`config.mk`:
```
export PLATFORM = sky130hd
export DESIGN_NAME = instruction_queue_flat
export DESIGN_NICKNAME = d
export VERILOG_FILES = /design/src/rtl/instruction_queue_if.sv /design/src/rtl/instruction_queue.sv /design/src/flat_wrapper.sv
export SDC_FILE = /design/constraint.sdc
export NUM_CORES = 2
export LEC_CHECK = 0
export ABC_AREA = 1
export CELL_PAD_IN_SITES_DETAIL_PLACEMENT = 0
export CELL_PAD_IN_SITES_GLOBAL_PLACEMENT = 1
export CORE_MARGIN = 8
export CORE_UTILIZATION = 47
export DETAILED_ROUTE_END_ITERATION = 6
export PLACE_DENSITY = 0.92
export SETUP_SLACK_MARGIN = 0.2
export SYNTH_ARGS = -nofsm -noshare
export SYNTH_HDL_FRONTEND = slang
export SYNTH_SLANG_ARGS = --single-unit
```
`constraint.sdc`:
```
create_clock -name clk -period 9.5 [get_ports clk]
set_clock_uncertainty 0.1 [all_clocks]
set_input_delay 1.425 -clock clk [delete_from_list [all_inputs] [get_ports clk]]
set_output_delay 1.425 -clock clk [all_outputs]
set_load 0.005 [all_outputs]
```
`src/rtl/instruction_queue_if.sv`:
```
// ---------------------------------------------------------------------------
// instruction_queue_if
// Bundles the fetch-side (enqueue) and decode-side (dequeue) signals of the
// instruction queue.
//   master : fetch/decode environment (drives in_*, out_take)
//   slave  : the queue itself (drives in_ready, out_*, count, empty, full)
// Ports carried:
//   in_valid0/1, in_pc0/1, in_instr0/1, in_id0/1  - up to two fetched entries
//   in_ready                                      - >= 2 free entries
//   out_valid0/1, out_pc0/1, out_instr0/1, out_id0/1 - two oldest entries
//   out_take                                      - entries consumed (0..2)
//   count, empty, full                            - occupancy status
// ---------------------------------------------------------------------------
interface instruction_queue_if #(
    parameter int DEPTH = 8
);
    localparam int PTR_W = $clog2(DEPTH);

    logic              in_valid0;
    logic              in_valid1;
    logic [31:0]       in_pc0;
    logic [31:0]       in_pc1;
    logic [31:0]       in_instr0;
    logic [31:0]       in_instr1;
    logic [31:0]       in_id0;
    logic [31:0]       in_id1;
    logic              in_ready;

    logic              out_valid0;
    logic              out_valid1;
    logic [31:0]       out_pc0;
    logic [31:0]       out_pc1;
    logic [31:0]       out_instr0;
    logic [31:0]       out_instr1;
    logic [31:0]       out_id0;
    logic [31:0]       out_id1;
    logic [1:0]        out_take;

    logic [PTR_W:0]    count;
    logic              empty;
    logic              full;

    modport master (
        output in_valid0, in_valid1, in_pc0, in_pc1,
               in_instr0, in_instr1, in_id0, in_id1, out_take,
        input  in_ready, out_valid0, out_valid1, out_pc0, out_pc1,
               out_instr0, out_instr1, out_id0, out_id1,
               count, empty, full
    );

    modport slave (
        input  in_valid0, in_valid1, in_pc0, in_pc1,
               in_instr0, in_instr1, in_id0, in_id1, out_take,
        output in_ready, out_valid0, out_valid1, out_pc0, out_pc1,
               out_instr0, out_instr1, out_id0, out_id1,
               count, empty, full
    );
endinterface

```
`src/rtl/instruction_queue.sv`:
```
// ---------------------------------------------------------------------------
// instruction_queue
// Circular FIFO decoupling a dual-issue fetch stage from decode. Accepts up
// to two entries {pc, instr, id} per cycle, presents the two oldest entries,
// and lets decode consume 0, 1 or 2 per cycle. A flush empties the queue.
// Ports:
//   clk   - clock, rising edge
//   rst   - asynchronous, active-low reset
//   flush - discard all queued entries (priority over enqueue/dequeue)
//   q     - instruction_queue_if.slave (fetch inputs, decode outputs, status)
// ---------------------------------------------------------------------------
module instruction_queue #(
    parameter int DEPTH = 8
) (
    input logic               clk,
    input logic               rst,
    input logic               flush,
    instruction_queue_if.slave q
);
    localparam int PTR_W = $clog2(DEPTH);
    localparam int CNT_W = PTR_W + 1;

    typedef logic [PTR_W-1:0] ptr_t;
    typedef logic [CNT_W-1:0] cnt_t;

    localparam cnt_t DEPTH_C = cnt_t'(DEPTH);

    generate
        if (DEPTH < 4 || (DEPTH & (DEPTH - 1)) != 0) begin : g_bad_depth
            $error("instruction_queue: DEPTH must be a power of two >= 4");
        end
    endgenerate

    logic [31:0] pc_mem    [DEPTH];
    logic [31:0] instr_mem [DEPTH];
    logic [31:0] id_mem    [DEPTH];

    ptr_t       head;
    ptr_t       tail;
    cnt_t       cnt;

    ptr_t       head1;
    ptr_t       tail1;
    logic       ready;
    logic [1:0] take_lim;
    logic [1:0] enq;
    logic [1:0] deq;

    // Readiness is derived from the registered count only, so space freed
    // by this cycle's dequeue is never reused in the same cycle.
    always_comb begin
        head1 = head + ptr_t'(1);
        tail1 = tail + ptr_t'(1);
        ready = (cnt <= (DEPTH_C - cnt_t'(2)));

        if (flush || !ready || !q.in_valid0) begin
            enq = 2'd0;
        end else if (!q.in_valid1) begin
            enq = 2'd1;
        end else begin
            enq = 2'd2;
        end

        // Only two entries are ever presented, so an illegal take of 3 is
        // treated as 2 before the clamp against occupancy.
        take_lim = (q.out_take == 2'd3) ? 2'd2 : q.out_take;
        if (cnt_t'(take_lim) > cnt) begin
            deq = cnt[1:0];
        end else begin
            deq = take_lim;
        end
    end

    always_ff @(posedge clk or negedge rst) begin
        if (!rst) begin
            head <= '0;
            tail <= '0;
            cnt  <= '0;
        end else if (flush) begin
            head <= '0;
            tail <= '0;
            cnt  <= '0;
        end else begin
            head <= head + ptr_t'(deq);
            tail <= tail + ptr_t'(enq);
            cnt  <= cnt + cnt_t'(enq) - cnt_t'(deq);
        end
    end

    // Storage holds no reset: contents are only observed through count.
    always_ff @(posedge clk) begin
        if (enq != 2'd0) begin
            pc_mem[tail]    <= q.in_pc0;
            instr_mem[tail] <= q.in_instr0;
            id_mem[tail]    <= q.in_id0;
        end
        if (enq == 2'd2) begin
            pc_mem[tail1]    <= q.in_pc1;
            instr_mem[tail1] <= q.in_instr1;
            id_mem[tail1]    <= q.in_id1;
        end
    end

    always_comb begin
        q.out_valid0 = (cnt != '0);
        q.out_valid1 = (cnt >= cnt_t'(2));
        q.out_pc0    = '0;
        q.out_instr0 = '0;
        q.out_id0    = '0;
        q.out_pc1    = '0;
        q.out_instr1 = '0;
        q.out_id1    = '0;
        if (q.out_valid0) begin
            q.out_pc0    = pc_mem[head];
            q.out_instr0 = instr_mem[head];
            q.out_id0    = id_mem[head];
        end
        if (q.out_valid1) begin
            q.out_pc1    = pc_mem[head1];
            q.out_instr1 = instr_mem[head1];
            q.out_id1    = id_mem[head1];
        end
    end

    assign q.in_ready = ready;
    assign q.count    = cnt;
    assign q.empty    = (cnt == '0);
    assign q.full     = (cnt == DEPTH_C);

endmodule

```
`src/flat_wrapper.sv`:
```
// flat-port wrapper written by rule: the top's interface ports become plain ports
module instruction_queue_flat 
#(
    parameter int DEPTH = 8
)
  (clk, rst, flush, q_in_valid0, q_in_valid1, q_in_pc0, q_in_pc1, q_in_instr0, q_in_instr1, q_in_id0, q_in_id1, q_out_take, q_in_ready, q_out_valid0, q_out_valid1, q_out_pc0, q_out_pc1, q_out_instr0, q_out_instr1, q_out_id0, q_out_id1, q_count, q_empty, q_full);
  instruction_queue_if #(.DEPTH(DEPTH)) q_i ();
  input logic clk;
  input logic rst;
  input logic flush;
  input wire logic [$bits(q_i.in_valid0)-1:0] q_in_valid0;
  input wire logic [$bits(q_i.in_valid1)-1:0] q_in_valid1;
  input wire logic [$bits(q_i.in_pc0)-1:0] q_in_pc0;
  input wire logic [$bits(q_i.in_pc1)-1:0] q_in_pc1;
  input wire logic [$bits(q_i.in_instr0)-1:0] q_in_instr0;
  input wire logic [$bits(q_i.in_instr1)-1:0] q_in_instr1;
  input wire logic [$bits(q_i.in_id0)-1:0] q_in_id0;
  input wire logic [$bits(q_i.in_id1)-1:0] q_in_id1;
  input wire logic [$bits(q_i.out_take)-1:0] q_out_take;
  output wire logic [$bits(q_i.in_ready)-1:0] q_in_ready;
  output wire logic [$bits(q_i.out_valid0)-1:0] q_out_valid0;
  output wire logic [$bits(q_i.out_valid1)-1:0] q_out_valid1;
  output wire logic [$bits(q_i.out_pc0)-1:0] q_out_pc0;
  output wire logic [$bits(q_i.out_pc1)-1:0] q_out_pc1;
  output wire logic [$bits(q_i.out_instr0)-1:0] q_out_instr0;
  output wire logic [$bits(q_i.out_instr1)-1:0] q_out_instr1;
  output wire logic [$bits(q_i.out_id0)-1:0] q_out_id0;
  output wire logic [$bits(q_i.out_id1)-1:0] q_out_id1;
  output wire logic [$bits(q_i.count)-1:0] q_count;
  output wire logic [$bits(q_i.empty)-1:0] q_empty;
  output wire logic [$bits(q_i.full)-1:0] q_full;
  assign q_i.in_valid0 = q_in_valid0;
  assign q_i.in_valid1 = q_in_valid1;
  assign q_i.in_pc0 = q_in_pc0;
  assign q_i.in_pc1 = q_in_pc1;
  assign q_i.in_instr0 = q_in_instr0;
  assign q_i.in_instr1 = q_in_instr1;
  assign q_i.in_id0 = q_in_id0;
  assign q_i.in_id1 = q_in_id1;
  assign q_i.out_take = q_out_take;
  assign q_in_ready = q_i.in_ready;
  assign q_out_valid0 = q_i.out_valid0;
  assign q_out_valid1 = q_i.out_valid1;
  assign q_out_pc0 = q_i.out_pc0;
  assign q_out_pc1 = q_i.out_pc1;
  assign q_out_instr0 = q_i.out_instr0;
  assign q_out_instr1 = q_i.out_instr1;
  assign q_out_id0 = q_i.out_id0;
  assign q_out_id1 = q_i.out_id1;
  assign q_count = q_i.count;
  assign q_empty = q_i.empty;
  assign q_full = q_i.full;
  instruction_queue #(.DEPTH(DEPTH)) u_core (.clk(clk), .rst(rst), .flush(flush), .q(q_i));
endmodule
```
==> impl_metrics.env <==
export IMPL_area_growth_pct=11.0
export IMPL_multi_input_area_mm2=0.0232
export IMPL_crit_path_frequent_cell="nor2_1"
export IMPL_tritoncts="done"
export IMPL_fmax_ghz=0.144
export IMPL_insertion_delay_ns=0.67
export IMPL_die_y_um=351
export IMPL_ys_warn_count=0
export IMPL_grt_max_degree=286
export IMPL_crit_type="reg2out"
export IMPL_core_mm2=0.112
export IMPL_slowest_delay_ns=1.17
export IMPL_critPathRequiredTime_ns=7.98
export IMPL_violations="DRC, capacitance limit, slew limit"
export IMPL_p_leak_uw=0.0267
export IMPL_rsz0062_at_grt="no"
export IMPL_hold_buffers=0
export IMPL_ir_worst_vdd_v=0.000395
export IMPL_clock_sinks=778
export IMPL_hold_path_class="reg2reg"
export IMPL_globalRouteOverflowTotal=0
export IMPL_num_vias=52000
export IMPL_fin_nets=7638
export IMPL_die_area_mm2=0.123
export IMPL_layout_min_cycle_time_ns=6.95
export IMPL_wl_per_cell_um=22.5
export IMPL_grt_usage_pct=31.4
export IMPL_grt_pass1_vias=48500
export IMPL_maxCapViolations=1
export IMPL_cp_arrival_ns=5.42
export IMPL_synth_area_mm2=0.0527
export IMPL_worstPathMaxFanout=67
export IMPL_rows=123
export IMPL_setup_viol=0
export IMPL_antenna_left=0
export IMPL_clock_path_buffers=3
export IMPL_cts_resized=0
export IMPL_tightest_slew_ns=1.65
export IMPL_drive_above_1_share_pct=3.08
export IMPL_wl_met3_mm=26.7
export IMPL_p_per_area_mw_per_mm2=288
export IMPL_avgViaCountPerCell=5.78
export IMPL_ios=400
export IMPL_async_flop_share_pct=1.29
export IMPL_hold_ws_ns=0.511
export IMPL_ys_ff_latch=778
export IMPL_num_fill_cells=10600
export IMPL_drc=3
export IMPL_cpLargestDelayFamily="buffers and inverters"
export IMPL_drt_wl_total_mm=202
export IMPL_htree_levels=3
export IMPL_dieWidth_um=351
export IMPL_cts_made_buffers=91
export IMPL_drt_iter0_drc=7067
export IMPL_end_kind="output port"
export IMPL_gp_congestion=0.847
export IMPL_clk_pin_slew_ns=0.06
export IMPL_synth_edf_count=768
export IMPL_route_met2_wl_mm=89.7
export IMPL_maxSlewHeadroom_pct=-9.82
export IMPL_fin_setup_tns_ns=0
export IMPL_wl_met1_mm=76.9
export IMPL_routed_top_layer="met5"
export IMPL_crit_path_top_delay_cell="dfrtp_4"
export IMPL_outcome="complete, but fails checks"
export IMPL_finalHoldViolations=0
export IMPL_cts_root_buf="clkbuf_16"
export IMPL_syn_num_nets=7839
export IMPL_layout_area_seq_mm2=0.0233
export IMPL_initial_core_util_pct=47.1
export IMPL_drt_first_pass_iters=7
export IMPL_synth_top_flop_cell="edfxtp_1"
export IMPL_worstPathBufferInverterCount=3
export IMPL_ys_seq_area_share_pct=44.2
export IMPL_io_buffer_count=399
export IMPL_drv_slew=201
export IMPL_grt_pass1_wl_mm=299
export IMPL_fin_crit_sh_pct=73.2
export IMPL_path_cells="ha_4 > inv_4 > buf_4 > o21ai_0 > a21oi_1 > nor2_1 > nor2_1 > clkdlybuf4s50_1"
export IMPL_antenna_found_initial=26
export IMPL_netlist_instances=7622
export IMPL_ys_types=28
export IMPL_synth_avg_cell_area_um2=6.91
export IMPL_post_cts_buffers=0
export IMPL_dp_hpwl_mm=108
export IMPL_start_kind="flip-flop"
==> placed cells by master, fill, tap and decap left out, types with 4 or more instances in the layout <==
master,synthesis,layout
buf_4,66,55
diode_2,0,15
nand3_2,5,5
o21ai_0,507,507
buf_12,0,8
o21ai_1,74,74
nand2_1,2528,2519
a21oi_1,197,197
clkbuf_16,0,95
nand2_4,7,16
nor2_1,783,783
clkdlybuf4s50_1,0,399
clkinv_2,0,20
inv_1,698,694
nand3_1,1252,1250
fa_1,4,4
dfrtp_1,10,7
ha_1,14,13
clkinv_1,0,19
edfxtp_1,768,768
bufinv_16,0,4
nor2_4,9,9
clkbuf_1,308,22
==> registers in the layout, indices dropped and copies added, names as in the netlist <==
name,cells
u_core.q.count,4
u_core.tail,3
u_core.instr_mem,256
u_core.pc_mem,256
u_core.id_mem,256
u_core.head,3
==> kinds of logic after synthesis <==
group | after synthesis | share of synthesized area [%]
flip-flops | 778 | 44.2
AO/OA/AOI/OAI | 779 | 7.40
buffers and inverters | 1457 | 11.9
XOR/XNOR | 1 | 0.0309
adder cells (fa/ha/maj) | 18 | 0.484
AND/OR/NAND/NOR | 4589 | 36.0
==> path summary, 6_finish.rpt <==
path                                           from                                end  slack, ns  cells after the start
min in group asynchronous                       rst        u_core.q.count[1]$_DFF_PN0_       1.01                      1
hold reg to reg            u_core.tail[2]$_DFF_PN0_           u_core.tail[2]$_DFF_PN0_       0.51                      1
hold / removal             u_core.tail[2]$_DFF_PN0_           u_core.tail[2]$_DFF_PN0_       0.51                      1
setup / recovery           u_core.head[1]$_DFF_PN0_                      q_out_id1[11]       2.55                      8
max in group asynchronous                       rst           u_core.head[0]$_DFF_PN0_       7.86                      1
setup reg to reg           u_core.tail[0]$_DFF_PN0_  u_core.instr_mem[7][16]$_DFFE_PP_       3.63                      8
==> final cells by class <==
| cell class | instances | share of cell area, % |
|---|---|---|
| inverters | 701 | 4.53 |
| multi-input cells | 5387 | 39.7 |
| well taps | 1500 | 3.21 |
| diodes | 15 | 0.0642 |
| flip-flops and latches | 778 | 39.9 |
| clock inverters | 47 | 0.556 |
| repair buffers | 462 | 7.81 |
| clock buffers | 117 | 4.21 |
==> metal layers <==
layer | vias to the layer above | track usage (%)
met4 | 23 | 14.1
li1 | 24000 | -
met5 | - | 0
met2 | 3444 | 48.8
met3 | 537 | 8.07
met1 | 24000 | 41.3
==> report_power, final <==
group	total (uW)	switching, uW	internal (uW)
registers	4080	150	3930
clock network	3420	1490	1930
logic	9340	6030	3310
==> cells in the mapped netlist, drive strengths merged, types with 2 or more instances <==
| cell type | n | share of area (%) |
|---|---|---|
| nand2 | 2535 | 18 |
| o21ai | 581 | 5.5 |
| ha | 14 | 0.33 |
| a21oi | 197 | 1.9 |
| dfrtp | 10 | 0.47 |
| and2 | 2 | 0.024 |
| fa | 4 | 0.15 |
| inv | 701 | 5.0 |
| clkbuf | 449 | 3.5 |
| nor2 | 793 | 5.8 |
| nand3 | 1257 | 12 |
| buf | 307 | 3.3 |
| edfxtp | 768 | 44 |
==> stage by stage <==
| stage | cells | cell area [um2] | power, uW | util (%) | setup WS, ns |
|---|---|---|---|---|---|
| final | 9007 | 58500 | 16800 | 52.3 | 2.55 |
| after global routing | 8998 | 58500 | 17700 | 52.3 | 2.43 |
| after floorplan | 7622 | 52700 | 9140 | - | 4.34 |
| after CTS | 8992 | 58400 | 16700 | 52.2 | 2.66 |
| after global placement | 8828 | 55700 | 13300 | 49.8 | 3.08 |
| after detailed placement | 8828 | 55700 | 13300 | 49.8 | 3.03 |
Power figures use the tool's default switching activity.
